### config.mk
export PLATFORM = sky130hd
export DESIGN_NAME = switch_debouncer
export DESIGN_NICKNAME = d
export VERILOG_FILES = /design/src/rtl/switch_debouncer_pkg.sv /design/src/rtl/sync_2ff.sv /design/src/rtl/switch_debouncer.sv
export SDC_FILE = /design/constraint.sdc
export NUM_CORES = 1
export LEC_CHECK = 0
export BUFFER_PORTS_ARGS = -buffer_cell sky130_fd_sc_hd__buf_4
export CORE_MARGIN = 2
export CORE_UTILIZATION = 35
export DETAILED_ROUTE_END_ITERATION = 16
export HOLD_SLACK_MARGIN = 0.05
export SETUP_SLACK_MARGIN = 0.5
export SLEW_MARGIN = 20
export SYNTH_ARGS = -nofsm -noshare
export SYNTH_HDL_FRONTEND = slang
export SYNTH_HIERARCHICAL = 1
export SYNTH_SLANG_ARGS = --single-unit
### constraint.sdc
create_clock -name input_clock1_1 -period 1.6 [get_ports input_clock1_1]
set_input_delay 0.32 -clock input_clock1_1 [delete_from_list [all_inputs] [get_ports input_clock1_1]]
set_output_delay 0.32 -clock input_clock1_1 [all_outputs]
set_load 0.01 [all_outputs]
### src/rtl/switch_debouncer_pkg.sv
// Shared types and defaults for the switch debouncer.
// State encoding is fixed so the FSM can be probed by downstream exercise logic.
package switch_debouncer_pkg;

   typedef enum logic [1:0] {
      IDLE_LOW  = 2'd0,
      PEND_HIGH = 2'd1,
      IDLE_HIGH = 2'd2,
      PEND_LOW  = 2'd3
   } state_e;

   localparam int unsigned DEF_STABLE_CYCLES = 8;
   localparam int unsigned DEF_CNT_WIDTH     = 4;

endpackage

### src/rtl/sync_2ff.sv
// Generic two-flop synchroniser for a single asynchronous level; resets to 0.
module sync_2ff (
   input  logic clk,
   input  logic rst_n,
   input  logic d,
   output logic q
);

   logic meta_q;
   logic sync_q;

   always_ff @(posedge clk or negedge rst_n) begin
      if (!rst_n) begin
         meta_q <= 1'b0;
         sync_q <= 1'b0;
      end else begin
         meta_q <= d;
         sync_q <= meta_q;
      end
   end

   assign q = sync_q;

endmodule

### src/rtl/switch_debouncer.sv
// Switch debouncer: synchronises a raw switch, accepts a level change only after it has held
// stable for STABLE_CYCLES samples, and emits registered level, rise/fall strobes and a toggle.
module switch_debouncer
   import switch_debouncer_pkg::*;
#(
   parameter int unsigned STABLE_CYCLES = DEF_STABLE_CYCLES,
   parameter int unsigned CNT_WIDTH     = DEF_CNT_WIDTH
) (
   input  logic input_clock1_1,
   input  logic input_reset_n2_2,
   input  logic input_input_switch3_3,
   output logic output_led1_0_4,
   output logic output_led2_0_5,
   output logic output_led3_0_6,
   output logic output_led4_0_7
);

   localparam logic [CNT_WIDTH-1:0] CNT_LAST = CNT_WIDTH'(STABLE_CYCLES - 1);

   logic                 sync2;
   state_e               state_q, state_d;
   logic [CNT_WIDTH-1:0] cnt_q, cnt_d;
   logic                 level_q, level_d;
   logic                 rise_q, rise_d;
   logic                 fall_q, fall_d;
   logic                 toggle_q, toggle_d;

   sync_2ff u_sync (
      .clk   (input_clock1_1),
      .rst_n (input_reset_n2_2),
      .d     (input_input_switch3_3),
      .q     (sync2)
   );

   always_comb begin
      state_d  = state_q;
      cnt_d    = cnt_q;
      level_d  = level_q;
      rise_d   = 1'b0;
      fall_d   = 1'b0;
      toggle_d = toggle_q;
      unique case (state_q)
         IDLE_LOW: begin
            if (sync2) begin
               state_d = PEND_HIGH;
               cnt_d   = CNT_WIDTH'(1);
            end else begin
               cnt_d = '0;
            end
         end
         PEND_HIGH: begin
            if (!sync2) begin
               // Bounce: drop the pending change silently.
               state_d = IDLE_LOW;
               cnt_d   = '0;
            end else if (cnt_q == CNT_LAST) begin
               state_d  = IDLE_HIGH;
               cnt_d    = '0;
               level_d  = 1'b1;
               rise_d   = 1'b1;
               toggle_d = ~toggle_q;
            end else begin
               cnt_d = cnt_q + CNT_WIDTH'(1);
            end
         end
         IDLE_HIGH: begin
            if (!sync2) begin
               state_d = PEND_LOW;
               cnt_d   = CNT_WIDTH'(1);
            end else begin
               cnt_d = '0;
            end
         end
         PEND_LOW: begin
            if (sync2) begin
               state_d = IDLE_HIGH;
               cnt_d   = '0;
            end else if (cnt_q == CNT_LAST) begin
               state_d = IDLE_LOW;
               cnt_d   = '0;
               level_d = 1'b0;
               fall_d  = 1'b1;
            end else begin
               cnt_d = cnt_q + CNT_WIDTH'(1);
            end
         end
         default: begin
            state_d = IDLE_LOW;
            cnt_d   = '0;
         end
      endcase
   end

   always_ff @(posedge input_clock1_1 or negedge input_reset_n2_2) begin
      if (!input_reset_n2_2) begin
         state_q  <= IDLE_LOW;
         cnt_q    <= '0;
         level_q  <= 1'b0;
         rise_q   <= 1'b0;
         fall_q   <= 1'b0;
         toggle_q <= 1'b0;
      end else begin
         state_q  <= state_d;
         cnt_q    <= cnt_d;
         level_q  <= level_d;
         rise_q   <= rise_d;
         fall_q   <= fall_d;
         toggle_q <= toggle_d;
      end
   end

   assign output_led1_0_4 = level_q;
   assign output_led2_0_5 = rise_q;
   assign output_led3_0_6 = fall_q;
   assign output_led4_0_7 = toggle_q;

endmodule

# Yosys cells after proc, flatten, opt, wreduce, memory -nomap -nowiden
# Cells that the tools add are included.
[totals] regBits=12 mem_count=0 mem_bits_rw=0 input_bits=3 wordCells=50 latchBits=0 mem_bits_ro=0
[classes] eq_ne=12 shifts=0 n_mux=23 n_lt_le_gt_ge=0 n_div=0 addsub=1 n_mul=0 bitwise=1 n_reduce_logical=5
[op_table] op="$pmux W4 S4" n=1
[op_table] op="$mux W2" n=6
[op_table] op="$mux W4" n=3
[op_table] op="$mux W1" n=11
[op_table] op="$ne A2 B2 Y1 const B" n=4
[op_table] op="$pmux W2 S4" n=1
[op_table] op="$reduce_and A5 Y1" n=1
[op_table] op="$add A4 B1 Y4 const B" n=1
[op_table] op="$eq A2 B2 Y1 const B" n=2
[op_table] op="$eq A4 B3 Y1 const B" n=1
[op_table] op="$ne A2 B1 Y1 const B" n=2
[op_table] op="$reduce_and A4 Y1" n=1
[op_table] op="$ne A3 B2 Y1 const B" n=1
[op_table] op="$ne A3 B3 Y1 const B" n=1
[op_table] op="$reduce_and A3 Y1" n=1
[op_table] op="$eq A2 B1 Y1 const B" n=1
[op_table] op="$logic_not A2 Y1" n=1
[op_table] op="$pmux W1 S2" n=1
[op_table] op="$reduce_bool A2 Y1" n=1
[op_table] op="$not A1 Y1" n=1

# Logic depth before layout (Yosys ltp)
[logic_depth] word_depth=4 mapped_depth=4 ltp_nobuf=4

# Hierarchy
# Netlist, hierarchy kept.
[by_module_without_submodules] module="switch_debouncer" area_each_um2=427.9 instances=1 seq_area_each_um2=250.2 cells_each=35
[by_module_without_submodules] module="sync_2ff" area_each_um2=50.0 instances=1 seq_area_each_um2=50.0 cells_each=2

# Least setup slack after synthesis
# Ideal clock, no wire load.
[synth_path] path_type="input to register" start="input cnt_q[0]" end="register level_q, in the netlist output_led1_0_4" t_required_ns=1.476 setup_ns=0.124 setup_slack_ns=0.337 arrival_ns=1.139 cell_stages=5 path_cell_list="dfrtp_1 -> ha_1 -> and4b_1 -> nand2_1 -> a211o_1"
[synth_between] elab_chain_len=3
[synth_lines] element="start, declared" line_no="switch_debouncer.sv:22" text="logic [CNT_WIDTH-1:0] cnt_q, cnt_d;"
[synth_lines] element="$eq A4 B3 Y1 *" line_no="switch_debouncer.sv:56, switch_debouncer.sv:78"
[synth_lines] element="$ne A2 B2 Y1 (no line)"
[synth_lines] element="$reduce_and A5 Y1 (no line) *"
[synth_lines] element="end signal, assigned" line_no="switch_debouncer.sv:105" text="level_q <= level_d;"
[synth_lines] element="end, declared" line_no="switch_debouncer.sv:23" text="logic level_q, level_d;"
# Every way passes the cells marked *; elsewhere a longest branch is shown, timed or not.
# A chain may end at the register's enable or synchronous reset.

# Worst setup path in the final report
# Same ends and word-level chain as after synthesis.

==> impl_results.md <==
* Synth Register Bits at 12
* Maxcap violations at 0
* Cell at the root of the clock tree: sky130_fd_sc_hd__clkbuf_4
* Hold Path Cell Cnt at 1
* Count of boundary I/O pins at 7
* Filler cells at between 100 and 150
* Min Tclk post-route at 1.25 ns
* Total number of yosys warnings at 6
* Row Count at 13
* Worst hold path startpoint: input_input_switch3_3
* Total wire length at approximately 820 um
* Static Leakage at about 0.00033 uW
* Aggregate global routing overflow at 0
* Fraction of layout cells with a size suffix above 1 at a little under two fifths
* Unique cell type count in the Yosys netlist at 16
* Commonest non-fill, non-tap cells in the layout: 12 x sky130_fd_sc_hd__dfrtp_1, 7 x sky130_fd_sc_hd__buf_4, 6 x sky130_fd_sc_hd__nand2_1
* Achievable frequency at roughly 800 MHz
* Total Nets Final at 58
* Fin. max-slew vios at 0
* Total core area at 1280 um2
* Post-Synthesis Cell Area at ~480 um2
* Cell-by-cell listing of the critical path: ha_4, and4b_1, nand2_1, a211o_1
* Setup_tns at 0 ns
* Area delta synth->final at 39.5%
* Standard cell area after detailed placement at 554 um2
* CP Launch Type: register
* Post-route ant nets at 0
* Share of the synthesized area in the top cell type at 62.8%
* Endpoint of the most critical register-to-register path: output_led1_0_4$_DFFE_PN0P_
* Max transition margin at roughly four fifths
* Antenna violations before repair at 0
* Mean instance size in the synthesized netlist at ~13 um2
* Transition at the pin with the smallest max-transition slack at between 0.2 and 0.3 ns
* Clock slew at reported path FFs at roughly 0.070 ns
* Total number of clock tree sinks at 12
* Number of I/O port buffers at 6
* Post-detailed-route DRC marker count at 0
* Most common library cell in the layout ignoring fill and taps: sky130_fd_sc_hd__dfrtp_1
* End point of the worst hold path: u_sync/meta_q$_DFF_PN0_
* Library cell occupying the most area in the post-synthesis netlist: sky130_fd_sc_hd__dfrtp_1
* X dimension of the die at roughly 40 um
* Power per unit of standard cell area at 887 nW/um2
* Arr. time, crit path at roughly 1.4 ns
* Synthesized Nets at 41
* HPWL after detailed placement at 520 um
* Final cell area excluding filler cells at roughly 670 um2
* Register-to-Register Path Depth at 4
* RR Startpoint: cnt_q[0]$_DFF_PN0_
* Data required time at the worst endpoint at between 1.5 and 2 ns
* Post-route clock skew at 0.00159 ns
* Final weighted congestion of routability-driven global placement at roughly 0.73
* H-tree Lvls at 1
* Largest fanout on the critical path at 3
* Overall die area at between 1500 and 2000 um2
* Hold Fails Final Rpt at 0
* Height of the die at between 40 and 50 um
* Setup repair after global routing missed its margin: true
* Count of mapped cells out of synthesis at 37
* GRT Util Overall at between 10 and 15%
* Hold Crit Class: in2reg
* Top cells by area, synth: sky130_fd_sc_hd__dfrtp_1 63%, sky130_fd_sc_hd__nand2_1 4.7%, sky130_fd_sc_hd__nor3b_4 3.9%, sky130_fd_sc_hd__xor2_1 3.7%, sky130_fd_sc_hd__nand4b_2 3.1%
* Setup Viol. Count Final at 0
* Global-route wire length before repair at around 1100 um
* Antenna diode instance count at 0
* Category of the critical setup timing path: reg2reg
* Largest net degree at the start of global routing at 13
* Worst-Skew Late Latency at approximately 0.27 ns
* Number of global-route vias before repair at about 260
* CTS tree: yes
* Maximum resistive drop on vdd at 0.444 mV
* Starting density of the core at 37.2%
* Clk buf depth at 2
* Via count at between 300 and 400
* Initial DRC count at 5
* Vias per Instance at ~4.8
* Slowest stage cell, crit path: sky130_fd_sc_hd__dfrtp_1
* Setup crit end kind: register
* Sequential element share of the synthesized area at 62.8%
* Period utilization at 78.1%
* R2r setup slk at 0.35 ns
* Average wire per standard cell at 12.0 um
* Clock buffers created by TritonCTS at 3
* Pre-Repair DR Iteration Count at 4
* Delay contributed by the slowest stage of the critical path at a little over 0.4 ns
* Result of the run: completed
## metrics by stage
step / hold slack (ns) / setup slack (ns) / std cells / utilization, % / total power [uW]
global route: 0.131 / 0.307 / 68 / 51.9 / 618
global placement: 0.161 / 0.374 / 58 / 43.1 / 349
finish: 0.149 / 0.350 / 68 / 51.9 / 591
detailed placement: 0.165 / 0.354 / 58 / 43.1 / 351
floorplan: 0.0244 / 0.432 / 37 / - / 337
CTS: 0.138 / 0.348 / 66 / 49.4 / 596
## final cells by class
| class | instances | area [um2] | area share (%) |
|---|---|---|---|
| timing repair buffer | 12 | 108 | 16.1 |
| multi-input combinational | 25 | 204 | 30.6 |
| tap | 15 | 18.8 | 2.81 |
| sequential | 12 | 300 | 45.0 |
| clock buffer | 4 | 36.3 | 5.44 |
## worst max-delay path, delay by kind of cell, from the launching register on
| kind | cells | cell delay (ns) |
|---|---|---|
| flip-flops | 1 | 0.41 |
| AND/OR/NAND/NOR | 2 | 0.28 |
| AO/OA/AOI/OAI | 1 | 0.27 |
| adder cells (fa/ha/maj) | 1 | 0.18 |
## worst max-delay path by stage
stage / slack, ns / endpoint / start / cells after the start
2_1_floorplan: 0.43 / output_led1_0_4$_DFFE_PN0P_ / cnt_q[1]$_DFF_PN0_ / 4
3_3_place_gp: 0.37 / output_led1_0_4$_DFFE_PN0P_ / cnt_q[0]$_DFF_PN0_ / 4
3_5_place_dp: 0.35 / output_led1_0_4$_DFFE_PN0P_ / cnt_q[0]$_DFF_PN0_ / 4
4_1_cts: 0.35 / output_led1_0_4$_DFFE_PN0P_ / cnt_q[0]$_DFF_PN0_ / 4
5_1_grt: 0.31 / output_led1_0_4$_DFFE_PN0P_ / cnt_q[0]$_DFF_PN0_ / 4
6_report: 0.35 / output_led1_0_4$_DFFE_PN0P_ / cnt_q[0]$_DFF_PN0_ / 4
## state kept, by name (all words and copies together), names as in the netlist, named ones only
name / cells
cnt_q: 4
output_led1_0_4: 1
output_led2_0_5: 1
output_led3_0_6: 1
output_led4_0_7: 1
state_q: 1
u_sync/meta_q: 1
u_sync/q: 1
## layer usage
| layer | track usage [%] | vias to the layer above | routed length, um |
|---|---|---|---|
| met5 | 0 | - | 0 |
| met4 | 15.0 | 0 | 8 |
| met3 | 3.26 | 2 | 41 |
| met2 | 16.8 | 8 | 427 |
| met1 | 10.6 | 158 | 340 |
| li1 | - | 155 | - |
## power by group
part           leakage [uW]  total [uW]  switching, uW  internal [uW]
registers          0.000153         320           9.49            311
clock network     0.0000210         239            101            138
logic              0.000158        32.2           14.5           17.8
## logic make-up (layout without fill, tap and decap cells)
group,after synthesis,count (layout),share of synthesized area [%]
xor+xnor,3,3,5.50
mux,1,1,2.09
compound gates,3,3,4.98
fa+ha+maj,1,1,2.62
simple gates,17,17,22.0
buf+inv,0,16,0
flops,12,12,62.8
## cells in the mapped netlist (all sizes together)
cell    count
xnor2       1
ha          1
a211o       1
nor2        4
nand2       6
xor2        2
and4b       1
mux2i       1
dfrtp      12
and3        1
a21boi      1
and2        2
nand4b      1
nor3b       1
nand3       1
o21bai      1
## timing repair
item | CTS | global route
hold buffers | 1 | 0
setup endpoints to repair | 6 | 12
resized for setup | 3 | 5
endpoints found under the hold margin | 12 | 0
pin swaps | 2 | 3
gates cloned | 0 | 0
buffers inserted | 3 | 2
Note: power is estimated with default switching activity, not from simulation.
